==> src/rtl/sw_out_arbiter.sv <==
// Output-port arbiter for a mesh switch: five requesters compete round-robin for
// a single registered output slot that can drain and refill in the same cycle.
module sw_out_arbiter #(
    parameter int DATA_W = 24,
    parameter int NPORT  = 5
) (
    input  logic              clk,
    input  logic              rstn,
    input  logic              i_valid_t,
    input  logic              i_valid_r,
    input  logic              i_valid_b,
    input  logic              i_valid_l,
    input  logic              i_valid_pe,
    input  logic [DATA_W-1:0] i_data_t,
    input  logic [DATA_W-1:0] i_data_r,
    input  logic [DATA_W-1:0] i_data_b,
    input  logic [DATA_W-1:0] i_data_l,
    input  logic [DATA_W-1:0] i_data_pe,
    output logic              o_ready_t,
    output logic              o_ready_r,
    output logic              o_ready_b,
    output logic              o_ready_l,
    output logic              o_ready_pe,
    output logic [DATA_W-1:0] o_data,
    output logic              o_valid,
    input  logic              i_ready,
    output logic [2:0]        o_grant_idx
);

    typedef enum logic {
        S_EMPTY = 1'b0,
        S_FULL  = 1'b1
    } state_t;

    state_t            r_state;
    logic [DATA_W-1:0] r_data;
    logic [2:0]        r_ptr;

    logic [NPORT-1:0]  w_valid;
    logic [DATA_W-1:0] w_data [NPORT];
    logic [NPORT-1:0]  w_ready;
    logic              w_free;
    logic              w_req_any;
    logic              w_take;
    logic [2:0]        w_win;

    assign w_valid   = {i_valid_pe, i_valid_l, i_valid_b, i_valid_r, i_valid_t};
    assign w_data[0] = i_data_t;
    assign w_data[1] = i_data_r;
    assign w_data[2] = i_data_b;
    assign w_data[3] = i_data_l;
    assign w_data[4] = i_data_pe;

    function automatic logic [2:0] f_wrap(input logic [2:0] base, input int unsigned off);
        return 3'((32'(base) + off) % NPORT);
    endfunction

    // Walk the ring from farthest to nearest so the nearest valid requester after ptr wins.
    always_comb begin
        w_req_any = 1'b0;
        w_win     = r_ptr;
        for (int k = NPORT; k >= 1; k--) begin
            if (w_valid[f_wrap(r_ptr, k)]) begin
                w_req_any = 1'b1;
                w_win     = f_wrap(r_ptr, k);
            end
        end
    end

    assign w_free = (r_state == S_EMPTY) || i_ready;
    // Gating with rstn keeps every grant low for the whole reset window.
    assign w_take = rstn && w_free && w_req_any;

    generate
        for (genvar gi = 0; gi < NPORT; gi++) begin : g_ready
            assign w_ready[gi] = w_take && (w_win == 3'(gi));
        end
    endgenerate

    assign o_ready_t  = w_ready[0];
    assign o_ready_r  = w_ready[1];
    assign o_ready_b  = w_ready[2];
    assign o_ready_l  = w_ready[3];
    assign o_ready_pe = w_ready[4];

    always_ff @(posedge clk or negedge rstn) begin
        if (!rstn) begin
            r_state <= S_EMPTY;
            r_data  <= '0;
            r_ptr   <= 3'd4;
        end else begin
            if (w_take) begin
                r_state <= S_FULL;
                r_data  <= w_data[w_win];
                r_ptr   <= w_win;
            end else if ((r_state == S_FULL) && i_ready) begin
                r_state <= S_EMPTY;
            end
        end
    end

    assign o_valid     = (r_state == S_FULL);
    assign o_data      = r_data;
    assign o_grant_idx = r_ptr;

endmodule
==> config.mk <==
export PLATFORM = sky130hd
export DESIGN_NAME = sw_out_arbiter
export DESIGN_NICKNAME = d
export VERILOG_FILES = /design/src/rtl/sw_out_arbiter.sv
export SDC_FILE = /design/constraint.sdc
export NUM_CORES = 1
export LEC_CHECK = 0
export ABC_AREA = 1
export CORE_ASPECT_RATIO = 1.25
export CORE_MARGIN = 5
export CORE_UTILIZATION = 65
export DETAILED_ROUTE_END_ITERATION = 8
export DONT_BUFFER_PORTS = 1
export GPL_TIMING_DRIVEN = 0
export PLACE_DENSITY = 0.87
export SLEW_MARGIN = 20
export SYNTH_ARGS = -nofsm -noshare
export SYNTH_HDL_FRONTEND = slang
export SYNTH_SLANG_ARGS = --single-unit
==> constraint.sdc <==
create_clock -name clk -period 6.4 [get_ports clk]
set_clock_uncertainty 0.15 [all_clocks]
set_input_delay 1.28 -clock clk [delete_from_list [all_inputs] [get_ports clk]]
set_output_delay 1.28 -clock clk [all_outputs]
set_load 0.02 [all_outputs]
* Yosys cells after proc, flatten, opt, wreduce, memory -nomap -nowiden
Index checks and enable logic that the tools add are counted.
** Operators by class
- Mux-type cells :: 25
- Bitwise gates (word level) :: 2
- Add/sub/neg operators :: 5
- Reductions and logical operators :: 11
- Equal/unequal tests :: 4
- Magnitude comparators :: 6
- Divide/modulo/power cells :: 5
** Operator list (count)
- modulo 32 x 3 -> 32 bit, second input constant :: 5
- binary-select mux 24 bit (select 3 bit) :: 1
- 2-to-1 mux 24 bit :: 2
- < comparator 3 x 4 -> 1 bit, second input constant :: 5
- binary-select mux 1 bit (select 3 bit) :: 5
- 2-to-1 mux 3 bit :: 5
- 2-to-1 mux 1 bit :: 12
- adder 3 x 2 -> 4 bit, second input constant :: 2
- adder 3 x 3 -> 4 bit, second input constant :: 2
- logical AND 1 bit :: 8
- equality test 3 x 2 -> 1 bit, second input constant :: 2
- adder 3 x 1 -> 4 bit, second input constant :: 1
- greater-or-equal comparator 4 bit, second input constant :: 1
- inverter 3 -> 4 bit :: 1
- equality test 3 x 1 -> 1 bit, second input constant :: 1
- equality test 3 bit, second input constant :: 1
- logical NOT 3 bit :: 1
- nonzero test 2 bit :: 1
- logical OR 1 bit :: 1
- inverter 1 bit :: 1
** Word-level totals
- Register bits :: 28
- Output and inout port bits :: 33
- Logic and storage cells :: 61

* Logic depth before layout (Yosys ltp)
Gate-level depths: netlist of the first run.
- Depth in word-level cells :: 13
- Gate-level depth with buffers :: 34
- Gate-level depth less buffers :: 32

* Worst setup path before layout of the first run
Ideal clock, no wire load.
- Path kind :: register to output
- From :: reg r_ptr[0], in the netlist o_grant_idx[0]
- To :: out o_ready_r
- Arrival :: 4206 ps
- Setup slack :: 764 ps
- Required time :: 4970 ps
- Cell stages (with the launch flop) :: 29
- Buffers on the path :: 3
- Path through :: dfrtp_1 -> inv_1 -> buf_2 -> ha_1 -> ha_1 -> inv_1 -> nand4_2 -> nand2_2 -> xor2_2 -> ha_1 -> inv_1 -> or2_2 -> nand3_2 -> nand2_4 -> nand2_1 -> nand3_1 -> nand2_1 -> nand2_2 -> nand3_2 -> nand3_1 -> nand3_1 -> nand3_1 -> nand3_1 -> nand2_2 -> nand2_4 -> buf_6 -> buf_6 -> inv_1 -> nor3_1
** On the way
- Word-level cells in the longest chain between the ends :: 11
** RTL lines
- from (decl) :: RTL line 37 : logic [2:0] r_ptr;
- from (signal assigned) :: RTL line 95 : r_ptr <= w_win;
- adder 3 x 3 -> 4 bit :: RTL line 55 : return 3'((32'(base) + off) % NPORT);
- modulo 32 x 3 -> 32 bit :: RTL line 55
- binary-select mux 1 bit (select 3 bit) :: RTL line 63 : if (w_valid[f_wrap(r_ptr, k)]) begin
- 2-to-1 mux 1 bit (not written as such) :: RTL line 63
- 2-to-1 mux 3 bit / 2-to-1 mux 1 bit (equally long branches) (5 in series) :: RTL line 63
- equality test 3 x 1 -> 1 bit / logical AND 1 bit (equally long branches) :: RTL line 76, 72
- logical AND 1 bit (*) :: RTL line 76 : assign w_ready[gi] = w_take && (w_win == 3'(gi));
- to (decl) :: RTL line 20 : output logic o_ready_r,
Mark *: on every way between the ends. The rest lies on a longest branch, timed or not. The select of a mux whose other input is x is not followed.

* Worst setup path after layout of the first run
- From :: reg r_ptr[0], in the netlist o_grant_idx[0]
- To :: out o_ready_l
** On the way
- Word-level cells in the longest chain between the ends :: 11
** RTL lines
- adder 3 x 3 -> 4 bit :: RTL line 55
- modulo 32 x 3 -> 32 bit :: RTL line 55
- binary-select mux 1 bit (select 3 bit) :: RTL line 63
- 2-to-1 mux 1 bit (not written as such) :: RTL line 63
- 2-to-1 mux 3 bit / 2-to-1 mux 1 bit (equally long branches) (5 in series) :: RTL line 63
- equality test 3 x 2 -> 1 bit / logical AND 1 bit (equally long branches) :: RTL line 76, 72
- logical AND 1 bit (*) :: RTL line 76
- to (decl) :: RTL line 22 : output logic o_ready_l,
Marks and branches as above.

==> impl_results.md, run 1 <==
- Vias per cell: 5.73
- Synth top area cells: nand2_1 (24%), dfrtp_1 (17%), nand3_1 (12%)
- Remaining Overflow, GRT: 0
- Count leader, synth: nand2_1
- Hold Crit Class: reg2reg
- Setup TNS: 0 ns
- Clock sink count: 28
- Async S/R FF share, synth: 100%
- Post-Synthesis Cells: 684
- Synth unique cells: 34
- Initial antenna violation count: 0
- CP Class: reg2out
- Max Slew Vio Count: 0
- Number of flops mapped to enable cells by yosys: 0
- Worst path max stage delay: 0.51 ns
- Port-buffer cells: 0
- FILL cells: 512
- Area post-placement: 4040 µm²
- Critical Path End Type: output port
- Fin Hold WS: 0.521 ns
- Max clock buf depth: 2
- Largest net degree at the start of global routing: 30
- DR iter-0 viols: 256
- Routed wire length: 12.7 mm
- Slew margin rel.: 62.5%
- CORE AREA: 5860 µm²
- Detailed Routing Iterations Pass 1: 6
- Synth Register Bits: 28
- Synthesis Warnings: 0
- TritonCTS Buffers: 3
- Post-route minimum period: 6.11 ns
- Area delta synth->final: 7.46%
- Crit path cell chain: inv_1 > buf_6 > ha_2 > buf_4 > clkinvlp_4 > ha_1 > inv_1 > ha_1 > nand3b_1 > o21ai_2 > or2_1 > nor2_1 > a21oi_1 > nor2_1 > nand3_1 > nand2_2 > nand2_2 > clkbuf_1 > nand3_2 > nor3_4
- Status: finished, final reports clean
- # diodes: 0
- Synth top area share: 24.3%
- Primary FF master, synth: dfrtp_1
- Clock transition at path regs: 0.09 ns
- Initial core utilization: 67.3%
- CTS Hold Bufs: 0
- Die height: 97.0 µm
- Seq/Total Area, Yosys: 17.8%
- Slowest stage cell, crit path: dfrtp_2
- Via count: 4429
- Clock H-tree levels: 1
- NumNets Final: 842
- Total die area: 7730 µm²
- Routed WL per cell: 16.4 µm
- Mapped Avg Cell Area: 5.76 µm²
- CP Launch Type: register
- Final Hold Violating Endpoints: 0
- Synth top cells by count: nand2_1 (255), nand3_1 (98), nor2_1 (89)
- Worst-path maximum fanout: 12
- Critical Path AT: 4.68 ns
- Hpwl dp: 10.3 mm
- Max_cap viols: 0
- Clock root cell: clkbuf_8
- Final cycle utilization of the critical path: 95.4%
- Chip width: 79.6 µm
- Clk Latency, worst-skew pair: 0.27 ns
- DRC errors left: 0
- Vias in the first global route: 4298
- Req. time, crit path: 4.97 ns
- CTS tree: yes
- Total GRT Usage: 31.9%
- Fraction of layout cells with a size suffix above 1: 14.5%
- Post-Syn Area: 3940 µm²
- F_max: 0.164 GHz
- Routed Antenna Nets: 0
- # rows: 31
- Final instance area: 4230 µm²
- Largest area contributor in the netlist: nand2_1
- IO Count: 161
- Placer congestion estimate: 0.937
- Net count after synthesis: 834
- Worst slew pin tran: 0.564 ns
- Final setup fails: 0
- Global-route wire length before repair: 20.2 mm
## critical path: cells and delay by family, from the launching register on
family | cells | cell delay [ns]
AOI/OAI and AO/OA | 2 | 0.43
buffers and inverters | 6 | 1.21
adders and majority gates | 3 | 0.83
and+or+nand+nor | 9 | 1.40
DFF | 1 | 0.51
## cell usage in the layout, fill, tap and decap left out, types with 9 or more instances in the layout
master   Yosys  layout
a21oi_1      9       9
buf_2       13      10
buf_4        9      13
dfrtp_1     27      25
ha_1        22      20
inv_1       38      36
nand2_1    255     254
nand2_2     23      24
nand3_1     98      96
nand4_1     28      28
nor2_1      89      86
o21ai_0     10      10
## routing by layer
metal	global-route usage (%)	vias to the layer above	wire length, µm
met4	15.2	0	576
met5	0	-	0
met1	34.5	1952	4480
met2	57.8	216	6660
li1	-	2213	-
met3	5.95	48	990
## kinds of logic after synthesis
logic type | synth area share, %
AND/OR/NAND/NOR | 58.2
buffers and inverters | 9.94
flip-flops | 17.8
adder cells (fa/ha/maj) | 6.99
XOR/XNOR | 1.71
AO/OA/AOI/OAI | 5.37
## layout make-up
type                       instances  area, µm²  area share, %
buffer                            36        241           5.70
tap                               82        103           2.42
multi-input combinational        577       2930           69.3
inverter                          43        169           3.99
sequential                        28        704           16.6
clock buffer                       4       55.1           1.30
timing repair buffer               3       27.5          0.650
## state kept, by name, summed over array words and instances, names as in the netlist
name and count:
o_valid 1, o_data 24, o_grant_idx 3
## what timing repair did
action	4_1_cts	5_1_grt
resized for setup	4	25
setup buffers	0	3
pin swaps	0	2
endpoints found under the setup margin	4	4
## metrics by stage
stage | setup slack, ns | instances | util, %
after floorplan | 0.764 | 684 | -
after global placement | 0.245 | 766 | 69.0
after detailed placement | 0.113 | 766 | 69.0
after CTS | 0.00647 | 770 | 70.2
after global routing | -0.0267 | 773 | 72.3
final | 0.295 | 773 | 72.3
## worst paths after layout
path,slack (ns),start,cells after the start,to
worst max-delay path,0.29,o_grant_idx[0],20,o_ready_l
worst min-delay path,0.52,o_data[18],2,o_data[18]
worst max register to register,1.72,o_grant_idx[0],30,o_data[2]
worst min register to register,0.52,o_data[18],2,o_data[18]
max in group asynchronous,5.38,rstn,0,o_grant_idx[2]
min in group asynchronous,0.54,rstn,0,o_data[18]
Power of run 1 is left out: the tool's default activity adds up to more than one toggle a clock period on the data nets, which glitch-free logic cannot reach.
==> run 2, diff against run 1 <==
- clock period: 6.4 -> 7.7 ns (I/O delays scaled with it)
==> run 2 against run 1 <==
  * Hold slack improved by 0.0014 ns
  * Critical path depth increased by 5
  * Register-to-register slack improved by 1.0 ns
  * Wire length decreased by 2.6%
  * Clock-buffer cell count unchanged
  * Non-clock buffer count decreased by 3
  * Flip-flop and latch count unchanged
  * Critical path type unchanged
  * Cell count decreased by 0.39%
  * Global-route usage about the same
  * Die area unchanged
==> impl_results.md, run 2 (synthesis results as in run 1) <==
- Hpwl dp: 10.3 mm
- Routed wire length: 12.4 mm
- Final setup fails: 0
- Crit path max-delay family: simple AND/OR/NAND/NOR gates
- Fraction of layout cells with a size suffix above 1: 11.9%
- Clk Latency, worst-skew pair: 0.27 ns
- Die height: 97.0 µm
- DR iter-0 viols: 274
- Sequential cell area: 702 µm²
- Routed Antenna Nets: 0
- Flop-to-flop setup slack: 2.76 ns
- Worst slew pin tran: 0.695 ns
- DRC errors left: 0
- Clock transition at path regs: 0.09 ns
- Via count: 4402
- Max reg flops: 24
- Worst-path maximum fanout: 12
- Critical Path End Type: output port
- Post-Place Cells: 766
- Routed WL per cell: 16.1 µm
- Critical Path AT: 5.18 ns
- Status: finished, final reports clean
- Detailed Routing Iterations Pass 1: 5
- Clock H-tree levels: 1
- Non-filler cells, final: 770
- Clock sink count: 28
- Vias in the first global route: 4285
- Setup TNS: 0 ns
- # rows: 31
- Port-buffer cells: 0
- Final cycle utilization of the critical path: 89.2%
- Most common cell after layout, fill and taps aside: nand2_1
- Max_cap viols: 0
- Post-route minimum period: 6.87 ns
- Req. time, crit path: 6.01 ns
- # diodes: 0
- Slew margin rel.: 53.3%
- Hold Crit Class: reg2reg
- Final Hold Violating Endpoints: 0
- Initial antenna violation count: 0
- Max clock buf depth: 2
- NumNets Final: 839
- Vias per cell: 5.72
- Max Slew Vio Count: 0
- CP Buf/Inv Count: 5
- Most frequent CP cell: nand3_1
- Placer congestion estimate: 0.937
- Total GRT Usage: 31.8%
- Multi-input logic area: 2850 µm²
- Clock root cell: clkbuf_8
- CTS tree: yes
- Initial core utilization: 67.3%
- CP Launch Type: register
- Worst path max stage delay: 0.61 ns
- Global-route wire length before repair: 20.2 mm
- RSZ-0062 raised after global routing: no
- CP Class: reg2out
- Post-CTS Resized: 0
- Area delta synth->final: 4.00%
- Remaining Overflow, GRT: 0
- TritonCTS Buffers: 3
- Slowest stage cell, crit path: dfrtp_1
- FILL cells: 548
- Chip width: 79.6 µm
- Largest net degree at the start of global routing: 30
- Commonest cells after routing, fill and taps aside: nand2_1 (255), nand3_1 (98), nor2_1 (89)
- CORE AREA: 5860 µm²
- F_max: 0.146 GHz
- CTS Hold Bufs: 0
- Setup Fix Bufs, Post-CTS: 0
- Total die area: 7730 µm²
- IO Count: 161
==> run 2: worst reg2reg max path, delay by kind of cell, from the launching register on <==
family | cells | cell delay, ns
and+or+nand+nor | 21 | 2.27
adders and majority gates | 3 | 0.86
buffers and inverters | 5 | 0.71
DFF | 1 | 0.61
xor gates and xnor gates | 1 | 0.24
==> run 2: path summary, 6_finish.rpt <==
kind                                 from             end  depth (start not counted)
min in group asynchronous            rstn      o_data[20]                          0
max                        o_grant_idx[0]       o_ready_l                         25
max in group asynchronous            rstn  o_grant_idx[2]                          0
min reg2reg                    o_data[10]      o_data[10]                          2
max reg2reg                o_grant_idx[0]       o_data[2]                         30
min                            o_data[10]      o_data[10]                          2
==> run 2: final cells by class <==
cell class,instances,area share [%]
plain buffers,36,5.62
well taps,82,2.50
clock buffers,4,1.34
flip-flops and latches,28,17.1
multi-input cells,577,69.5
inverters,43,3.94
==> run 2: through the flow <==
step                      hold slack [ns]  cell area [µm²]  utilization, %  setup WS (ns)
after global placement              0.500             4040            69.0           1.29
after detailed placement            0.508             4040            69.0           1.15
after floorplan                     0.471             3940               -           1.80
after CTS                           0.521             4100            70.0          0.851
final                               0.522             4100            70.0          0.834
after global routing                0.543             4100            70.0          0.492
==> run 2: per-layer routing <==
metal | share of wire, % | vias to the layer above | GRT usage (%) | wire length, µm
met2 | 52 | 206 | 57.9 | 6410
met3 | 7.3 | 46 | 5.86 | 905
li1 | - | 2206 | - | -
met4 | 5.0 | 0 | 14.9 | 616
met1 | 36 | 1944 | 34.5 | 4450
met5 | 0 | - | 0 | 0
Power of run 2 is left out for the same reason.
==> run 3, diff against run 2 <==
==> constraint.sdc (replaced) <==
create_clock -name clk -period 7.7 [get_ports clk]
set_clock_uncertainty 0.15 [all_clocks]
set_input_delay 0.77 -clock clk [delete_from_list [all_inputs] [get_ports clk]]
set_output_delay 0.77 -clock clk [all_outputs]
set_load 0.02 [all_outputs]
==> results of run 3 <==
The final DEF is identical to that of run 2. Status: finished, final reports clean.
Main changes from that run: setup slack after placement 1.15 ns -> 1.92 ns; setup slack after layout 0.834 ns -> 1.60 ns; hold slack 0.522 ns -> 0.0294 ns
Power of run 3 is left out for the same reason.
